[src/rtl/sort_pkg.sv]
// sort_pkg: shared widths and loader state encoding for the bubble-sort slice.
package sort_pkg;
  localparam int DW = 8;
  localparam int AW = 5;
  localparam int DEPTH = 2 ** AW;
  typedef enum logic [2:0] {IDLE, LOAD, DRAIN, FLUSH, START, ARM, WAIT} loader_state_t;
endpackage

[src/rtl/sort_loader.sv]
// sort_loader: streams a byte list into sort memory and hands it to the sorter.
module sort_loader
  import sort_pkg::*;
(
  input  logic          t_clk,
  input  logic          t_rst_n,
  input  logic          in_valid,
  output logic          in_ready,
  input  logic [DW-1:0] in_data,
  input  logic          in_last,
  output logic [AW-1:0] mem_addr,
  output logic [DW-1:0] mem_wdata,
  output logic          mem_we,
  output logic          mem_own,
  output logic          sort_go,
  output logic [AW:0]   sort_n,
  input  logic          sort_done,
  output logic          overflow
);
  localparam logic [AW:0] LAST = (AW+1)'(DEPTH - 1);
  localparam logic [AW:0] FULL = (AW+1)'(DEPTH);
  loader_state_t state, nxt;
  logic [AW:0] cnt;
  logic acc, wr;
  always_comb begin
    acc = in_valid & in_ready;
    wr = acc && state != DRAIN;
    nxt = state;
    case (state)
      IDLE, LOAD: if (acc) nxt = in_last ? FLUSH : (cnt == LAST) ? DRAIN : LOAD;
      DRAIN:      if (acc && in_last) nxt = FLUSH;
      FLUSH:      nxt = START;
      START:      nxt = ARM;
      ARM:        if (!sort_done) nxt = WAIT;
      WAIT:       if (sort_done) nxt = IDLE;
      default:    nxt = IDLE;
    endcase
  end
  always_ff @(posedge t_clk or negedge t_rst_n) begin
    if (!t_rst_n) begin
      state <= IDLE;
      cnt <= '0;
      in_ready <= 1'b0;
      mem_we <= 1'b0;
      mem_addr <= '0;
      mem_wdata <= '0;
      mem_own <= 1'b1;
      sort_go <= 1'b0;
      sort_n <= '0;
      overflow <= 1'b0;
    end else begin
      state <= nxt;
      in_ready <= nxt inside {IDLE, LOAD, DRAIN};
      mem_own <= nxt inside {IDLE, LOAD, DRAIN, FLUSH};
      sort_go <= nxt == START;
      mem_we <= wr;
      if (wr) begin
        mem_addr <= cnt[AW-1:0];
        mem_wdata <= in_data;
        cnt <= (cnt == FULL) ? cnt : cnt + 1'b1;
      end
      if (wr && state == IDLE) overflow <= 1'b0;
      if (wr && !in_last && cnt == LAST) overflow <= 1'b1;
      if (nxt == START) sort_n <= cnt;
      if (state == WAIT && sort_done) cnt <= '0;
    end
  end
endmodule
[config.mk]
export PLATFORM = sky130hd
export DESIGN_NAME = sort_loader
export DESIGN_NICKNAME = d
export VERILOG_FILES = /design/src/rtl/sort_pkg.sv /design/src/rtl/sort_loader.sv
export SDC_FILE = /design/constraint.sdc
export NUM_CORES = 1
export LEC_CHECK = 0
export ABC_CLOCK_PERIOD_IN_PS = 4300
export BUFFER_PORTS_ARGS = -buffer_cell sky130_fd_sc_hd__buf_2
export CAP_MARGIN = 30
export CORE_MARGIN = 1.5
export CORE_UTILIZATION = 50
export CTS_BUF_LIST = sky130_fd_sc_hd__clkbuf_16
export DETAILED_ROUTE_END_ITERATION = 8
export GPL_ROUTABILITY_DRIVEN = 0
export PLACE_DENSITY = 0.76
export SETUP_SLACK_MARGIN = 0.3
export SLEW_MARGIN = 0
export SYNTH_ARGS = -nofsm -noshare
export SYNTH_HDL_FRONTEND = slang
export SYNTH_SLANG_ARGS = --single-unit
export TNS_END_PERCENT = 1
[constraint.sdc]
create_clock -name t_clk -period 4.3 [get_ports t_clk]
set_clock_uncertainty 0.2 [all_clocks]
set_input_delay 1.075 -clock t_clk [delete_from_list [all_inputs] [get_ports t_clk]]
set_output_delay 1.075 -clock t_clk [all_outputs]
set_load 0.1 [all_outputs]
# Yosys cells after proc, flatten, opt, wreduce, memory -nomap -nowiden
# Index checks and enable logic that the tools add are counted.
op_classes:
  add_sub_neg: 1
  n_eq_ne: 14
  mux: 12
  bitwise_logic: 1
  reduce_logical: 15
ops:
  columns: ["operator", "n"]
  rows:
  - ["$mux 6", 3]
  - ["$pmux 3 s6", 1]
  - ["$eq 3x2->1 const B", 4]
  - ["$eq 3x3->1 const B", 4]
  - ["$mux 3", 4]
  - ["$add 6x1->6 const B", 1]
  - ["$eq 3x1->1 const B", 2]
  - ["$eq 6x5->1 const B", 1]
  - ["$eq 6x6->1 const B", 1]
  - ["$logic_and 1x1->1", 6]
  - ["$logic_not 3->1", 2]
  - ["$mux 2", 2]
  - ["$reduce_bool 2->1", 2]
  - ["$reduce_bool 4->1", 1]
  - ["$ne 3x2->1 const B", 1]
  - ["$reduce_bool 3->1", 1]
  - ["$mux 1", 2]
  - ["$ne 2x1->1 const B", 1]
  - ["$reduce_and 2->1", 1]
  - ["$reduce_or 2->1", 1]
  - ["$and 1x1->1", 1]
  - ["$logic_not 1->1", 1]
totals:
  ff_bits: 33
  out_inout_bits: 24
  word_cells: 53

# Depth between registers and ports, before layout
logic_depth:
  depth_word: 7
  depth_mapped: 6
  depth_no_buf: 6

# Least setup slack after synthesis
# No wires, ideal clock.
synth_timing:
  path_kind: "register to register"
  start: "register in_ready"
  end: "register mem_addr[0]"
  t_arrival_ns: 1.939
  required_time_ns: 3.974
  slack_ns: 2.035
  stages_incl_launch_ff: 5
  path_buffers: 1
  period_less_slack_ns: 2.265
  path_cell_list: "dfrtp_1 -> nand2_1 -> nor2_4 -> buf_12 -> mux2_4"
synth_via:
  elab_chain_len: 2
synth_lines:
  columns: ["item", "line_no", "source"]
  rows:
  - ["start, declared", "sort_loader.sv:8", "output logic in_ready,"]
  - ["start signal, assigned", "sort_loader.sv:53", "in_ready <= nxt inside {IDLE, LOAD, DRAIN};"]
  - ["$and 1x1->1", "sort_loader.sv:26", "acc = in_valid & in_ready;"]
  - ["$logic_and 1x1->1", "sort_loader.sv:27", "wr = acc && state != DRAIN;"]
  - ["named net wr", "sort_loader.sv:24", "logic acc, wr;"]
  - ["end signal, assigned", "sort_loader.sv:58", "mem_addr <= cnt[AW-1:0];"]
  - ["end, declared", "sort_loader.sv:11", "output logic [AW-1:0] mem_addr,"]
# The timed path passes the listed nets, and every way through them passes these cells.
# A chain may end at the register's enable or synchronous reset.

# Worst setup path in the final report
layout_timing:
  start: "register mem_own"
  end: "output port mem_own"
layout_lines:
  columns: ["item", "line_no", "source"]
  rows:
  - ["start, declared", "sort_loader.sv:14", "output logic mem_own,"]
  - ["start signal, assigned", "sort_loader.sv:54", "mem_own <= nxt inside {IDLE, LOAD, DRAIN, FLUSH};"]
# No word-level cell between the ends.

==> results.yml <==
outcome:
  status: "finished, final reports clean"
setup_path:
  crit_path_start_kind: "register"
  cp.arrival_ps: 1190
  cp_num_buf_inv: 1
  path_max_fanout: 1
  cp_top_family: "flip-flops"
  end_kind: "output port"
  critPathSlowestCell: "dfstp_2"
  crit_chain: "buf_2"
  critPathKind: "register to output port"
  max_stage_delay_ps: 500
  required_ps: 3020
clocking:
  holdBufCountCts: 0
  cts_max_level: 2
  cts_buffers: 5
  cts-resized-gates: 0
  clk_latency_ps: 270
  postCtsSetupBuffers: 0
  cts_root_buffer: "clkbuf_16"
  cts_tree: "done"
  clkTransAtPathRegs_ps: 50
  clockBufferDepth: 2
  cts_sinks: 33
placement:
  post-dp-hpwl_um: 1900
  numPortBuffers: 36
detailed_routing:
  avgViaCountPerCell: 5.46
  route.detailed.wl_per_inst_um: 14.5
  drt-total-wl_um: 2800
  dr_total_vias: 1054
  drc_errors: 0
  postRouteAntennaNets: 0
  firstDrtPassIters: 4
  drtIter0Drc: 20
final_layout:
  area_growth_pct: 22.1
  fin_nets: 176
  drive_gt1_share_pct: 37.0
  fill_cells: 226
  diodes: 0
sta:
  post-route-period-util_pct: 57.3
  hold_violations: 0
  worst_pin_slew_ps: 711
  setup_viol: 0
  finalSetupTns_ps: 0
  max_freq_mhz: 406
  min_period_ps: 2460
  drv_slew: 0
  rsz0062_at_grt: "no"
  slew_headroom_pct: 52.6
yosys:
  async_reset_ff_share_pct: 100
  synthesis.nets: 137
  ys_top_cells_by_count: "dfrtp_1, nand2_1, mux2_4, o21ai_0"
  syn_area_um2: 1460
  yosysMostFrequentCell: "dfrtp_1"
  synth.avg_cell_area_um2: 12.0
  synth_top_flop_cell: "dfrtp_1"
  synth_top_area_cell: "dfrtp_1"
  seq_area_frac_synth_pct: 56.5
  synth_area_leaders: "dfrtp_1, mux2_4, nand2_1"
  ys_ff_latch: 33
  yosysWarningCount: 0
  synth_cell_types: 34
  syn-instance-count: 122
  synth-edff-count: 0
  synth_top_area_share_pct: 54.7
global_route:
  grt_pass1_vias: 1019
  met2_usage_pct: 28.2
  antenna_found_initial: 0
  grtUsageMet1_pct: 25.3
  use_met3_pct: 6.58
  gr-usage-all-layers_pct: 19.2
  grt-ovfl-total: 0
  grt_max_degree: 34
  top_usage_layer: "met2"
  grt_pass1_wl_um: 4710
die:
  rows: 19
  fp.dieW_um: 57.1
  die_area_um2: 3260
  start_util_pct: 53.0
  ios: 37
  core-area_um2: 2760
  die_h_um: 57.1
hold_path:
  worst_hold_path_type: "register to register"
job:
  cap_violations: 0
## layout make-up
type | instances | area, µm² | area share (%)
Tap cell | 31 | 38.8 | 2.17
Timing Repair Buffer | 36 | 180 | 10.1
Sequential cell | 33 | 827 | 46.3
Clock inverter | 3 | 12.5 | 0.701
Clock buffer | 5 | 125 | 7.01
Multi-Input combinational cell | 80 | 583 | 32.7
Inverter | 5 | 18.8 | 1.05
## layout by cell type, fill, tap and decap left out
cell type	n
buf_2	36
dfrtp_1	32
nand2_1	22
o21ai_0	7
mux2_4	7
nor2_1	6
mux2_2	6
inv_1	5
clkbuf_16	5
xnor2_1	4
nor2b_1	3
nand3_1	2
a32oi_1	2
nand4bb_1	2
nor3_1	2
ha_1	2
clkinv_1	2
or2_2	1
and2_1	1
nor4b_1	1
nor3b_4	1
nand2b_1	1
a41oi_1	1
nor2_4	1
a21oi_1	1
and3_1	1
nor4_1	1
a31oi_1	1
a311oi_2	1
or3b_1	1
o211ai_1	1
mux2i_1	1
clkinv_2	1
dfstp_2	1
## per-layer routing
| layer | share of wire, % | vias up |
|---|---|---|
| met4 | 2.7 | 0 |
| met1 | 44 | 493 |
| met2 | 46 | 48 |
| met5 | 0 | - |
| li1 | - | 502 |
| met3 | 6.9 | 11 |
## flip-flops by register name, indices dropped and copies added, names as in the netlist
name       flops
mem_addr       5
in_ready       1
mem_we         1
sort_go        1
mem_own        1
mem_wdata      8
sort_n         6
cnt            6
overflow       1
state          3
## cells by family after synthesis
group,after synthesis,synth area share [%]
compound gates,14,6.50
xor+xnor,4,2.39
fa+ha+maj,2,1.71
buf+inv,9,3.59
flops,33,56.5
mux,14,12.5
simple gates,46,16.8
## worst paths after layout
kind / from / endpoint / slack, ps / cells after the start
min in group asynchronous: t_rst_n / cnt[0]$_DFFE_PN0P_ / 650 / 1
hold reg to reg: sort_n[4]$_DFFE_PN0P_ / sort_n[4]$_DFFE_PN0P_ / 270 / 2
max in group asynchronous: t_rst_n / cnt[5]$_DFFE_PN0P_ / 2790 / 1
hold / removal: sort_n[4]$_DFFE_PN0P_ / sort_n[4]$_DFFE_PN0P_ / 270 / 2
setup reg to reg: state[0]$_DFF_PN0_ / mem_wdata[3]$_DFFE_PN0P_ / 2480 / 3
setup / recovery: mem_own$_DFF_PN1_ / mem_own / 1840 / 1
## through the flow
step           instances  setup slack [ps]  cell area, µm²  utilization [%]  hold slack [ps]
2_1_floorplan        122              2040            1460                -              300
3_3_place_gp         185              1860            1650             59.8              257
3_5_place_dp         185              1790            1650             59.8              262
4_1_cts              193              1830            1790             64.7              275
5_1_grt              193              1820            1790             64.7              300
6_report             193              1840            1790             64.7              270
Power is left out: the tool's default activity adds up to more than one toggle a clock period on the data nets, which glitch-free logic cannot reach.
